File: src/rtl/mips_dbus_pkg.sv
// Shared encodings for the MIPS data-bus Wishbone master: access sizes, cycle types, FSM states.
package mips_dbus_pkg;

    localparam logic [1:0] SZ_BYTE = 2'b00;
    localparam logic [1:0] SZ_HALF = 2'b01;
    localparam logic [1:0] SZ_WORD = 2'b10;
    localparam logic [1:0] SZ_RSVD = 2'b11;

    localparam logic [2:0] CTI_CLASSIC = 3'b000;
    localparam logic [2:0] CTI_INCR    = 3'b010;
    localparam logic [2:0] CTI_END     = 3'b111;

    typedef enum logic [1:0] {
        StIdle   = 2'd0,
        StSingle = 2'd1,
        StBurst  = 2'd2
    } state_e;

endpackage

File: src/rtl/dbus_lane_align.sv
// Little-endian byte-lane steering: select generation, store replication, load extraction and
// sign/zero extension, plus alignment checking for single accesses.
module dbus_lane_align
    import mips_dbus_pkg::*;
(
    input  logic [1:0]  size_i,
    input  logic [1:0]  addr_i,
    input  logic [31:0] wdata_i,
    input  logic [31:0] rdata_i,
    input  logic        uns_i,
    output logic [3:0]  sel_o,
    output logic [31:0] wdata_o,
    output logic [31:0] rdata_o,
    output logic        misalign_o
);

    logic [7:0]  rd_byte;
    logic [15:0] rd_half;

    always_comb begin
        case (addr_i)
            2'd0:    rd_byte = rdata_i[7:0];
            2'd1:    rd_byte = rdata_i[15:8];
            2'd2:    rd_byte = rdata_i[23:16];
            default: rd_byte = rdata_i[31:24];
        endcase
        rd_half = addr_i[1] ? rdata_i[31:16] : rdata_i[15:0];

        case (size_i)
            SZ_BYTE: begin
                sel_o      = 4'b0001 << addr_i;
                wdata_o    = {4{wdata_i[7:0]}};
                rdata_o    = {{24{~uns_i & rd_byte[7]}}, rd_byte};
                misalign_o = 1'b0;
            end
            SZ_HALF: begin
                sel_o      = addr_i[1] ? 4'b1100 : 4'b0011;
                wdata_o    = {2{wdata_i[15:0]}};
                rdata_o    = {{16{~uns_i & rd_half[15]}}, rd_half};
                misalign_o = addr_i[0];
            end
            SZ_WORD: begin
                sel_o      = 4'b1111;
                wdata_o    = wdata_i;
                rdata_o    = rdata_i;
                misalign_o = |addr_i;
            end
            default: begin
                // Reserved size: never reaches the bus.
                sel_o      = 4'b0000;
                wdata_o    = wdata_i;
                rdata_o    = rdata_i;
                misalign_o = 1'b1;
            end
        endcase
    end

endmodule

File: src/rtl/mips_dbus_wb_master.sv
// Wishbone B3 data-bus master for the MIPS core: single loads/stores with lane steering and
// extension, incrementing read bursts for line fills, and a no-ack timeout.
module mips_dbus_wb_master
    import mips_dbus_pkg::*;
#(
    parameter int unsigned BURST_LEN = 4,
    parameter int unsigned TIMEOUT   = 255
) (
    input  logic        clk_i,
    input  logic        rst_i,
    input  logic        req_i,
    input  logic        we_i,
    input  logic [1:0]  size_i,
    input  logic        uns_i,
    input  logic        burst_i,
    input  logic [31:0] addr_i,
    input  logic [31:0] wdata_i,
    output logic [31:0] rdata_o,
    output logic        rvalid_o,
    output logic [3:0]  rbeat_o,
    output logic        busy_o,
    output logic        err_o,
    output logic [31:0] wb_adr_o,
    output logic [31:0] wb_dat_o,
    input  logic [31:0] wb_dat_i,
    output logic        wb_we_o,
    output logic [3:0]  wb_sel_o,
    output logic        wb_cyc_o,
    output logic        wb_stb_o,
    output logic [2:0]  wb_cti_o,
    input  logic        wb_ack_i
);

    localparam logic [3:0] LastBeat = 4'(BURST_LEN - 1);
    localparam logic [7:0] TmoLast  = 8'(TIMEOUT - 1);

    state_e      state_q;
    logic [3:0]  beat_q;
    logic [7:0]  tmo_q;
    logic [1:0]  size_q;
    logic [1:0]  lane_q;
    logic        uns_q;

    logic        in_idle;
    logic        want_burst;
    logic        req_bad;
    logic [1:0]  al_size;
    logic [1:0]  al_lane;
    logic        al_uns;
    logic        al_misalign;
    logic [3:0]  al_sel;
    logic [31:0] al_wdata;
    logic [31:0] al_rdata;

    // The aligner sees the incoming request while idle and the latched request while active,
    // so one instance serves both store steering and load extension.
    always_comb begin
        in_idle    = (state_q == StIdle);
        al_size    = in_idle ? size_i : size_q;
        al_lane    = in_idle ? addr_i[1:0] : lane_q;
        al_uns     = in_idle ? uns_i : uns_q;
        want_burst = burst_i & ~we_i;
        if (size_i == SZ_RSVD) begin
            req_bad = 1'b1;
        end else if (want_burst) begin
            req_bad = (addr_i[1:0] != 2'b00) || (size_i != SZ_WORD);
        end else begin
            req_bad = al_misalign;
        end
    end

    dbus_lane_align u_align (
        .size_i     (al_size),
        .addr_i     (al_lane),
        .wdata_i    (wdata_i),
        .rdata_i    (wb_dat_i),
        .uns_i      (al_uns),
        .sel_o      (al_sel),
        .wdata_o    (al_wdata),
        .rdata_o    (al_rdata),
        .misalign_o (al_misalign)
    );

    always_ff @(posedge clk_i or posedge rst_i) begin
        if (rst_i) begin
            state_q  <= StIdle;
            beat_q   <= '0;
            tmo_q    <= '0;
            size_q   <= '0;
            lane_q   <= '0;
            uns_q    <= 1'b0;
            rdata_o  <= '0;
            rvalid_o <= 1'b0;
            rbeat_o  <= '0;
            busy_o   <= 1'b0;
            err_o    <= 1'b0;
            wb_adr_o <= '0;
            wb_dat_o <= '0;
            wb_we_o  <= 1'b0;
            wb_sel_o <= '0;
            wb_cyc_o <= 1'b0;
            wb_stb_o <= 1'b0;
            wb_cti_o <= CTI_CLASSIC;
        end else begin
            err_o    <= 1'b0;
            rvalid_o <= 1'b0;
            case (state_q)
                StIdle: begin
                    if (req_i && req_bad) begin
                        err_o <= 1'b1;
                    end else if (req_i) begin
                        wb_adr_o <= {addr_i[31:2], 2'b00};
                        wb_cyc_o <= 1'b1;
                        wb_stb_o <= 1'b1;
                        busy_o   <= 1'b1;
                        tmo_q    <= '0;
                        beat_q   <= '0;
                        size_q   <= size_i;
                        lane_q   <= addr_i[1:0];
                        uns_q    <= uns_i;
                        if (want_burst) begin
                            wb_we_o  <= 1'b0;
                            wb_sel_o <= 4'b1111;
                            wb_cti_o <= CTI_INCR;
                            state_q  <= StBurst;
                        end else begin
                            wb_we_o  <= we_i;
                            wb_sel_o <= al_sel;
                            wb_dat_o <= al_wdata;
                            wb_cti_o <= CTI_CLASSIC;
                            state_q  <= StSingle;
                        end
                    end
                end
                StSingle, StBurst: begin
                    if (wb_ack_i) begin
                        tmo_q <= '0;
                        // stb drops right after the final ack so the slave cannot re-ack.
                        if (state_q == StSingle || beat_q == LastBeat) begin
                            wb_cyc_o <= 1'b0;
                            wb_stb_o <= 1'b0;
                            busy_o   <= 1'b0;
                            state_q  <= StIdle;
                        end
                        if (state_q == StSingle) begin
                            if (!wb_we_o) begin
                                rdata_o  <= al_rdata;
                                rvalid_o <= 1'b1;
                                rbeat_o  <= '0;
                            end
                        end else begin
                            rdata_o  <= wb_dat_i;
                            rvalid_o <= 1'b1;
                            rbeat_o  <= beat_q;
                            if (beat_q != LastBeat) begin
                                beat_q   <= beat_q + 4'd1;
                                wb_adr_o <= wb_adr_o + 32'd4;
                                wb_cti_o <= (beat_q + 4'd1 == LastBeat) ? CTI_END : CTI_INCR;
                            end
                        end
                    end else if (tmo_q == TmoLast) begin
                        wb_cyc_o <= 1'b0;
                        wb_stb_o <= 1'b0;
                        busy_o   <= 1'b0;
                        err_o    <= 1'b1;
                        tmo_q    <= '0;
                        state_q  <= StIdle;
                    end else begin
                        tmo_q <= tmo_q + 8'd1;
                    end
                end
                default: state_q <= StIdle;
            endcase
        end
    end

endmodule

File: config.mk
export PLATFORM = sky130hd
export DESIGN_NAME = mips_dbus_wb_master
export DESIGN_NICKNAME = d
export VERILOG_FILES = /design/src/rtl/mips_dbus_pkg.sv /design/src/rtl/dbus_lane_align.sv /design/src/rtl/mips_dbus_wb_master.sv
export SDC_FILE = /design/constraint.sdc
export NUM_CORES = 1
export LEC_CHECK = 0
export ABC_AREA = 0
export CORE_ASPECT_RATIO = 1.25
export CORE_MARGIN = 4
export CORE_UTILIZATION = 30
export CTS_BUF_LIST = sky130_fd_sc_hd__clkbuf_16
export DETAILED_ROUTE_END_ITERATION = 10
export PLACE_DENSITY = 0.52
export SLEW_MARGIN = 30
export SYNTH_ARGS = -nofsm -noshare
export SYNTH_HDL_FRONTEND = slang
export SYNTH_SLANG_ARGS = --single-unit
File: constraint.sdc
create_clock -name clk_i -period 8.8 [get_ports clk_i]
set_input_delay 0.88 -clock clk_i [delete_from_list [all_inputs] [get_ports clk_i]]
set_output_delay 0.88 -clock clk_i [all_outputs]
set_load 0.05 [all_outputs]
==> impl_metrics.env, run 1 <==
export IMPL_route_met2_wl_mm=11.2
export IMPL_grt_max_degree=77
export IMPL_seqPwrFrac_pct=24.1
export IMPL_drt_iter0_drc=515
export IMPL_synth_ff_type="dfrtp_1"
export IMPL_track_usage_pct=18.0
export IMPL_cts_hold_buf=0
export IMPL_switching_share_pct=51.2
export IMPL_hpwl_mm=16.9
export IMPL_path_buf_inv=2
export IMPL_wl_per_cell_um=18.6
export IMPL_rows=63
export IMPL_antenna_found_initial=1
export IMPL_dr_pass1_iters=4
export IMPL_die_x_um=147
export IMPL_critical_path_arrival_ps=4000
export IMPL_endpoint_kind="register"
export IMPL_ys_warn_count=0
export IMPL_async_flop_share_pct=100
export IMPL_io_pins=218
export IMPL_fmax_ghz=0.270
export IMPL_p_leak_nw=3.95
export IMPL_max_cap_viol_count=0
export IMPL_holdWs_ps=486
export IMPL_grt_pass1_vias=7010
export IMPL_synth_edff_count=0
export IMPL_powerDensity_nw_per_um2=452
export IMPL_grt_setup_unrepaired="no"
export IMPL_fin_tns_setup_ps=0
export IMPL_grt_first_pass_wirelength_mm=39.1
export IMPL_syn_mean_instance_area_um2=9.09
export IMPL_met1_length_mm=11.3
export IMPL_ff_latch_area_um2=3180
export IMPL_antenna_left=0
export IMPL_vias=6923
export IMPL_min_path_type="register to register"
export IMPL_multi_input_area_um2=3730
export IMPL_start_util_pct=30.5
export IMPL_path_clk_slew_ps=60
export IMPL_drc=0
export IMPL_synth_seq_cells=127
export IMPL_worstPathRequired_ps=9100
export IMPL_clkPwrFrac_pct=15.0
export IMPL_critPathTopFamily="multiplexers"
export IMPL_root_buffer="clkbuf_16"
export IMPL_crit_fanout=50
export IMPL_grt_ovfl_total=0
export IMPL_period_share_pct=42.1
export IMPL_route_met3_wl_mm=1.47
export IMPL_cts_tree="yes"
export IMPL_fill_cells=2381
export IMPL_fp_coreArea_um2=23800
export IMPL_dieArea_um2=26800
export IMPL_netlist_area_um2=7260
export IMPL_slew_viol_final=0
export IMPL_yosys_cell_types_count=68
export IMPL_finalClockSkew_ps=10.1
export IMPL_h_tree_depth=4
export IMPL_critPathKind="register to register"
export IMPL_p_switching_w=0.00236
export IMPL_clock_sinks=127
export IMPL_clock_latency_ps=420
export IMPL_period_needed_ps=3700
export IMPL_viasPerCell=5.26
export IMPL_crit_chain="inv_1 > ha_2 > mux2i_4 > o21ai_1 > a21oi_4 > buf_4 > a41o_1 > mux2_1"
export IMPL_slowest_stage="mux2i_4"
export IMPL_dieHeight_um=182
export IMPL_layout_nets=1090
export IMPL_cts_resized=0
export IMPL_synth_seq_area_share_pct=43.8
export IMPL_cts_max_path_buffers=2
export IMPL_ir_drop_mv=0.217
export IMPL_crit_start="state_q[1]"
export IMPL_r2r_start="state_q[1]"
export IMPL_post_cts_buffers=0
export IMPL_hold_viol=0
export IMPL_slowest_delay_ps=700
export IMPL_worst_pin_slew_ps=905
export IMPL_finalWeightedCongestion=0.863
export IMPL_cts_buffers=17
export IMPL_drt_wl_total_mm=24.4
export IMPL_slew_headroom_pct=39.6
export IMPL_p_comb_share_pct=60.9
export IMPL_area_growth_syn_to_layout_pct=40.5
export IMPL_syn_inst=799
export IMPL_top_layer="met5"
export IMPL_hp_start="wb_sel_o[1]"
export IMPL_final_layout_size_suffix_gt1_share_pct=8.08
export IMPL_diodes=0
export IMPL_internal_power_w=0.00225
export IMPL_finalSetupViolCount=0
export IMPL_io_buffers=215
export IMPL_outcome="finished clean"
export IMPL_cp_start_kind="register"
registers in the layout, indices dropped and copies added, names as in the netlist, 4 cells and up:
name / count
wb_adr_o: 30
tmo_q: 8
rbeat_o: 4
rdata_o: 32
wb_sel_o: 4
beat_q: 4
wb_dat_o: 32
synth_stat cells (all sizes together) (19+ instances only):
cell type  instances  area, µm²
nand2             78        295
nor2              74        280
mux2i             22        245
a2bb2oi           19        166
a211oi            23        188
buf               35        205
o21ai             38        190
dfrtp            127       3180
nand3             33        165
a21oi             59        299
nor3              21        105
clkbuf            31        118
a31oi             25        156
mux2              29        330
o22ai             29        181
metrics by stage:
stage               power (W)  instances  util (%)  setup slack, ps  area [µm²]
finish                0.00461       1315      42.9             5100       10200
global route          0.00490       1315      42.9             4870       10200
CTS                   0.00464       1314      42.7             4970       10200
detailed placement    0.00393       1282      40.3             4710        9600
global placement      0.00391       1282      40.3             4830        9600
floorplan             0.00305        800         -             4540        7270
cell families after synthesis:
logic type	synth area share (%)
AO/OA/AOI/OAI	23.7
adder cells (fa/ha/maj)	1.38
flip-flops	43.8
buffers and inverters	5.32
other	0.0516
XOR/XNOR	0.121
multiplexers	7.92
AND/OR/NAND/NOR	17.7
layout by cell type, fill, tap and decap left out, types with 8 or more instances in the layout:
cell type | Yosys | layout
inv_1 | 14 | 14
a31oi_1 | 25 | 25
nand2_1 | 77 | 77
nor2_1 | 73 | 73
nand4_1 | 15 | 15
o31ai_1 | 14 | 14
or3_1 | 9 | 9
clkdlybuf4s50_1 | 0 | 215
clkbuf_16 | 0 | 17
a211oi_1 | 20 | 20
nand3_1 | 33 | 33
a2bb2oi_1 | 19 | 19
dfrtp_1 | 127 | 127
mux2_2 | 19 | 19
and3_1 | 8 | 8
mux2i_1 | 20 | 19
mux2_1 | 9 | 9
o21ai_0 | 37 | 37
nor3_1 | 21 | 21
o22ai_1 | 29 | 29
a21oi_1 | 58 | 57
cell type report:
class,instances,area share (%)
Timing Repair Buffer,224,22.0
Inverter,17,0.674
Multi-Input combinational cell,590,36.6
Clock buffer,17,4.17
Tap cell,325,3.98
Clock inverter,15,1.45
Sequential cell,127,31.1
final timing paths:
path / endpoint / slack (ps) / depth (start not counted)
setup / recovery: wb_we_o / 5100 / 8
hold / removal: wb_sel_o[1] / 490 / 1
setup reg to reg: wb_we_o / 5100 / 8
hold reg to reg: wb_sel_o[1] / 490 / 1
max in group asynchronous: rdata_o[1] / 6800 / 3
min in group asynchronous: wb_dat_o[7] / 890 / 2
power by group through the flow:
stage	Combinational (W)	Sequential, W	Clock (W)
5_1_grt	0.00301	0.00116	0.000737
3_5_place_dp	0.00281	0.00112	0
3_3_place_gp	0.00279	0.00112	0
6_report	0.00281	0.00111	0.000693
2_1_floorplan	0.00115	0.00190	0
4_1_cts	0.00282	0.00111	0.000711
per-layer routing:
layer  track usage [%]  up-vias
met1              24.9     3309
met4              4.89        2
met3              4.37       28
met5                 0        -
li1                  -     3337
met2              28.1      247
(Power assumes the default switching activity.)
==> run 2: changes to the inputs <==
Clock period 8.8 ns to 3.65 ns, I/O delays scaled along.
==> impl_metrics.env, run 2 (synthesis gave the netlist of run 1 again) <==
export IMPL_dieArea_um2=26800
export IMPL_period_share_pct=76.6
export IMPL_drt_iter0_drc=458
export IMPL_cts_hold_buf=0
export IMPL_dieHeight_um=182
export IMPL_cts_resized=0
export IMPL_slew_headroom_pct=40.7
export IMPL_grt_first_pass_wirelength_mm=39.1
export IMPL_r2r_start="state_q[1]"
export IMPL_min_to="wb_sel_o[1]"
export IMPL_timing_rr_end="wb_dat_o[27]"
export IMPL_fin_tns_setup_ps=0
export IMPL_clock_latency_ps=420
export IMPL_finalSetupViolCount=0
export IMPL_finalClockSkew_ps=11.8
export IMPL_p_total_w=0.0113
export IMPL_final_layout_size_suffix_gt1_share_pct=9.28
export IMPL_cts_tree="yes"
export IMPL_hold_viol=0
export IMPL_p_leak_nw=4.02
export IMPL_crit_path_frequent_cell="buf_4"
export IMPL_clock_sinks=127
export IMPL_vias=7011
export IMPL_rrSetupSlack_ps=850
export IMPL_critical_path_arrival_ps=3100
export IMPL_path_buf_inv=3
export IMPL_drt_wl_total_mm=24.9
export IMPL_io_pins=218
export IMPL_antenna_left=0
export IMPL_grt_pass1_vias=6801
export IMPL_cp_start_kind="register"
export IMPL_start_util_pct=30.5
export IMPL_antenna_found_initial=0
export IMPL_hold_path_cell_count=1
export IMPL_grt_max_degree=128
export IMPL_crit_chain="inv_1 > ha_2 > buf_4 > mux2i_4 > o21ai_1 > a21oi_4 > buf_4 > mux2_2"
export IMPL_placed_area_um2=9720
export IMPL_critPathTopFamily="buffers and inverters"
export IMPL_area_growth_syn_to_layout_pct=42.0
export IMPL_path_clk_slew_ps=60
export IMPL_min_path_type="register to register"
export IMPL_rows=63
export IMPL_fmax_ghz=0.358
export IMPL_critPathKind="register to register"
export IMPL_die_x_um=147
export IMPL_grt_setup_unrepaired="no"
export IMPL_fin_area_um2=10300
export IMPL_cts_buffers=17
export IMPL_slew_viol_final=0
export IMPL_diodes=0
export IMPL_layout_nets=1103
export IMPL_worst_pin_slew_ps=888
export IMPL_root_buffer="clkbuf_16"
export IMPL_worstPathRequired_ps=3950
export IMPL_viasPerCell=5.28
export IMPL_layout_commonest_cell="clkdlybuf4s50_1"
export IMPL_r2r_cells=8
export IMPL_largest_registers="rdata_o (32), wb_dat_o (32), wb_adr_o (30)"
export IMPL_outcome="finished clean"
export IMPL_hp_start="wb_sel_o[1]"
export IMPL_fp_coreArea_um2=23800
export IMPL_ir_drop_mv=0.579
export IMPL_wl_per_cell_um=18.7
export IMPL_period_needed_ps=2800
export IMPL_dr_pass1_iters=5
export IMPL_final_cell_mix="clkdlybuf4s50_1, dfrtp_1, nand2_1, nor2_1, a21oi_1"
export IMPL_track_usage_pct=18.1
export IMPL_h_tree_depth=4
export IMPL_grt_ovfl_total=0
export IMPL_finalWeightedCongestion=0.844
export IMPL_slowest_stage="buf_4"
export IMPL_slowest_delay_ps=470
export IMPL_hpwl_mm=17.2
export IMPL_drc=0
export IMPL_endpoint_kind="register"
export IMPL_powerDensity_nw_per_um2=1100
export IMPL_io_buffers=215
export IMPL_post_cts_buffers=0
export IMPL_max_cap_viol_count=0
export IMPL_crit_fanout=49
export IMPL_cts_max_path_buffers=2
run 2: cell count changes in the layout (fill, tap and decap cells not counted), sizes merged:
cell,previous run,this run
buf,9,22
bufinv,2,3
clkinv,8,7
inv,18,17
run 2: stage by stage:
step	cells	setup WS (ps)	hold WS, ps	util, %
floorplan	800	1370	451	-
global placement	1296	883	471	40.8
detailed placement	1296	845	475	40.8
CTS	1327	839	487	43.3
global route	1327	674	502	43.3
finish	1327	854	483	43.3
run 2: metal layers:
layer	wire (µm)	track usage, %
met4	189	3.88
met3	1330	3.92
met1	11700	25.4
met5	0	0
met2	11600	28.8
run 2: final cells by class:
class	instances	area, µm²
fill	2386	13500
tap	325	407
sequential	127	3180
inverter	17	67.6
clock inverter	14	170
clock buffer	17	425
multi-input combinational	590	3730
timing repair buffer	237	2330
run 2: how the worst max path moves through the flow:
| stage | startpoint | end | slack [ps] | depth (start not counted) |
|---|---|---|---|---|
| 2_1_floorplan | state_q[1] | lane_q[0] | 1370 | 9 |
| 5_1_grt | state_q[1] | wb_dat_o[27] | 670 | 8 |
| 4_1_cts | state_q[1] | wb_dat_o[27] | 840 | 8 |
| 3_5_place_dp | state_q[1] | wb_dat_o[1] | 850 | 8 |
| 6_report | state_q[1] | wb_dat_o[27] | 850 | 8 |
| 3_3_place_gp | we_i | tmo_q[2] | 880 | 7 |
run 2: report_power, final:
group	total, W	switching, W	internal, W
Sequential	0.00266	0.000582	0.00208
Combinational	0.00689	0.00448	0.00241
Clock	0.00175	0.000680	0.00107
==> run 3: changes to the inputs <==
Settings changed: PLACE_DENSITY 0.52 to 0.54.
Clock period 3.65 ns to 2.3 ns, I/O delays scaled along.
==> impl_metrics.env, run 3 (synthesis gave the netlist of run 1 again) <==
export IMPL_wl_per_cell_um=18.0
export IMPL_cp_start_kind="register"
export IMPL_grt_setup_unrepaired="yes"
export IMPL_slew_viol_final=0
export IMPL_cts_hold_buf=0
export IMPL_fmax_ghz=0.435
export IMPL_h_tree_depth=4
export IMPL_worstPathRequired_ps=2590
export IMPL_final_layout_size_suffix_gt1_share_pct=19.1
export IMPL_critical_path_arrival_ps=2590
export IMPL_slew_headroom_pct=58.6
export IMPL_io_buffers=215
export IMPL_crit_path_frequent_cell="buf_6"
export IMPL_switching_share_pct=48.7
export IMPL_placed_area_um2=10300
export IMPL_track_usage_pct=18.7
export IMPL_p_leak_nw=4.51
export IMPL_fin_tns_setup_ps=0
export IMPL_layout_nets=1177
export IMPL_seqPwrFrac_pct=21.3
export IMPL_path_buf_inv=4
export IMPL_fp_coreArea_um2=23800
export IMPL_cts_tree="yes"
export IMPL_clock_sinks=127
export IMPL_max_cap_viol_count=0
export IMPL_critPathKind="register to register"
export IMPL_period_needed_ps=2300
export IMPL_dieArea_um2=26800
export IMPL_internal_power_w=0.00991
export IMPL_dieHeight_um=182
export IMPL_hpwl_mm=18.0
export IMPL_period_share_pct=100
export IMPL_path_clk_slew_ps=60
export IMPL_powerDensity_nw_per_um2=1710
export IMPL_p_switching_w=0.00942
export IMPL_dr_pass1_iters=5
export IMPL_fill_cells=2301
export IMPL_hold_viol=0
export IMPL_diodes=0
export IMPL_fin_area_um2=11300
export IMPL_holdWs_ps=125
export IMPL_layout_commonest_cell="clkdlybuf4s50_1"
export IMPL_die_x_um=147
export IMPL_cts_max_path_buffers=2
export IMPL_rows=63
export IMPL_drt_iter0_drc=384
export IMPL_clock_latency_ps=420
export IMPL_finalClockSkew_ps=12.1
export IMPL_clkPwrFrac_pct=14.8
export IMPL_area_growth_syn_to_layout_pct=55.4
export IMPL_viasPerCell=5.22
export IMPL_root_buffer="clkbuf_16"
export IMPL_drt_wl_total_mm=25.2
export IMPL_worst_pin_slew_ps=614
export IMPL_grt_pass1_vias=7432
export IMPL_vias=7318
export IMPL_p_comb_share_pct=63.9
export IMPL_slowest_stage="dfrtp_1"
export IMPL_largest_registers="rdata_o (32), wb_dat_o (32), wb_adr_o (30)"
export IMPL_grt_first_pass_wirelength_mm=40.9
export IMPL_endpoint_kind="register"
export IMPL_antenna_left=0
export IMPL_grt_max_degree=51
export IMPL_finalSetupViolCount=0
export IMPL_start_util_pct=30.5
export IMPL_crit_chain="inv_2 > ha_4 > buf_6 > mux2i_4 > buf_6 > a211oi_4 > a21oi_4 > a41o_4 > clkbuf_16 > mux2_4"
export IMPL_io_pins=218
export IMPL_antenna_found_initial=0
export IMPL_min_path_type="primary input to async pin"
export IMPL_ir_drop_mv=1.10
export IMPL_finalWeightedCongestion=0.821
export IMPL_slowest_delay_ps=350
export IMPL_drc=0
export IMPL_final_cell_mix="clkdlybuf4s50_1, dfrtp_1, buf_4, nand2_1, nor2_1"
export IMPL_crit_fanout=6
export IMPL_critPathTopFamily="compound AO/OA/AOI/OAI gates"
export IMPL_cts_buffers=17
export IMPL_grt_ovfl_total=0
export IMPL_outcome="finished clean"
run 3: final timing paths:
kind | from | endpoint | slack [ps] | cells after the start
setup reg to reg | state_q[0] | uns_q | 1 | 10
setup / recovery | state_q[0] | uns_q | 1 | 10
max in group asynchronous | rst_i | wb_dat_o[15] | 1630 | 3
hold reg to reg | wb_sel_o[0] | wb_sel_o[0] | 500 | 1
hold / removal | rst_i | err_o | 120 | 2
min in group clk_i | wdata_i[23] | wb_dat_o[23] | 390 | 3
run 3: what timing repair did:
action,CTS,global route
resized for setup,13,40
setup endpoints to repair,79,92
gates cloned,1,1
hold endpoints to repair,0,0
setup buffers,2,5
pin swaps,4,5
run 3: final cells by class:
type	count	area (µm²)	share of cell area (%)
multi-input cells	590	3950	35.0
repair buffers	311	3060	27.1
clock inverters	14	193	1.71
flip-flops and latches	127	3180	28.2
well taps	325	407	3.60
clock buffers	17	425	3.77
inverters	17	71.3	0.632
run 3: worst reg2reg max path: stages (launching register included):
cell,delay [ps]
dfrtp_1,350
inv_2,60
ha_4,180
buf_6,130
mux2i_4,190
buf_6,140
a211oi_4,280
a21oi_4,110
a41o_4,280
clkbuf_16,170
mux2_4,290
run 3: power by group through the flow:
stage	registers, W	logic, W	clock network, W
finish	0.00412	0.0124	0.00286
floorplan	0.00726	0.00442	0
detailed placement	0.00414	0.0119	0
CTS	0.00411	0.0121	0.00292
global placement	0.00412	0.0118	0
global route	0.00427	0.0132	0.00300
run 3: per-layer routing:
layer	global-route usage [%]	vias up	part of all wire [%]
met1	25.0	3528	45
met5	0	-	0
met2	30.7	239	48
met3	3.94	29	5.1
li1	-	3522	-
met4	5.41	0	1.7
run 3: through the flow:
step	std cells	setup WS, ps	utilization, %	total power [W]
detailed placement	1363	-236	43.4	0.0160
floorplan	800	19.3	-	0.0117
global placement	1363	-161	43.4	0.0160
finish	1401	0.995	47.4	0.0193
global route	1401	-78.7	47.4	0.0205
CTS	1396	-1.17	46.5	0.0191
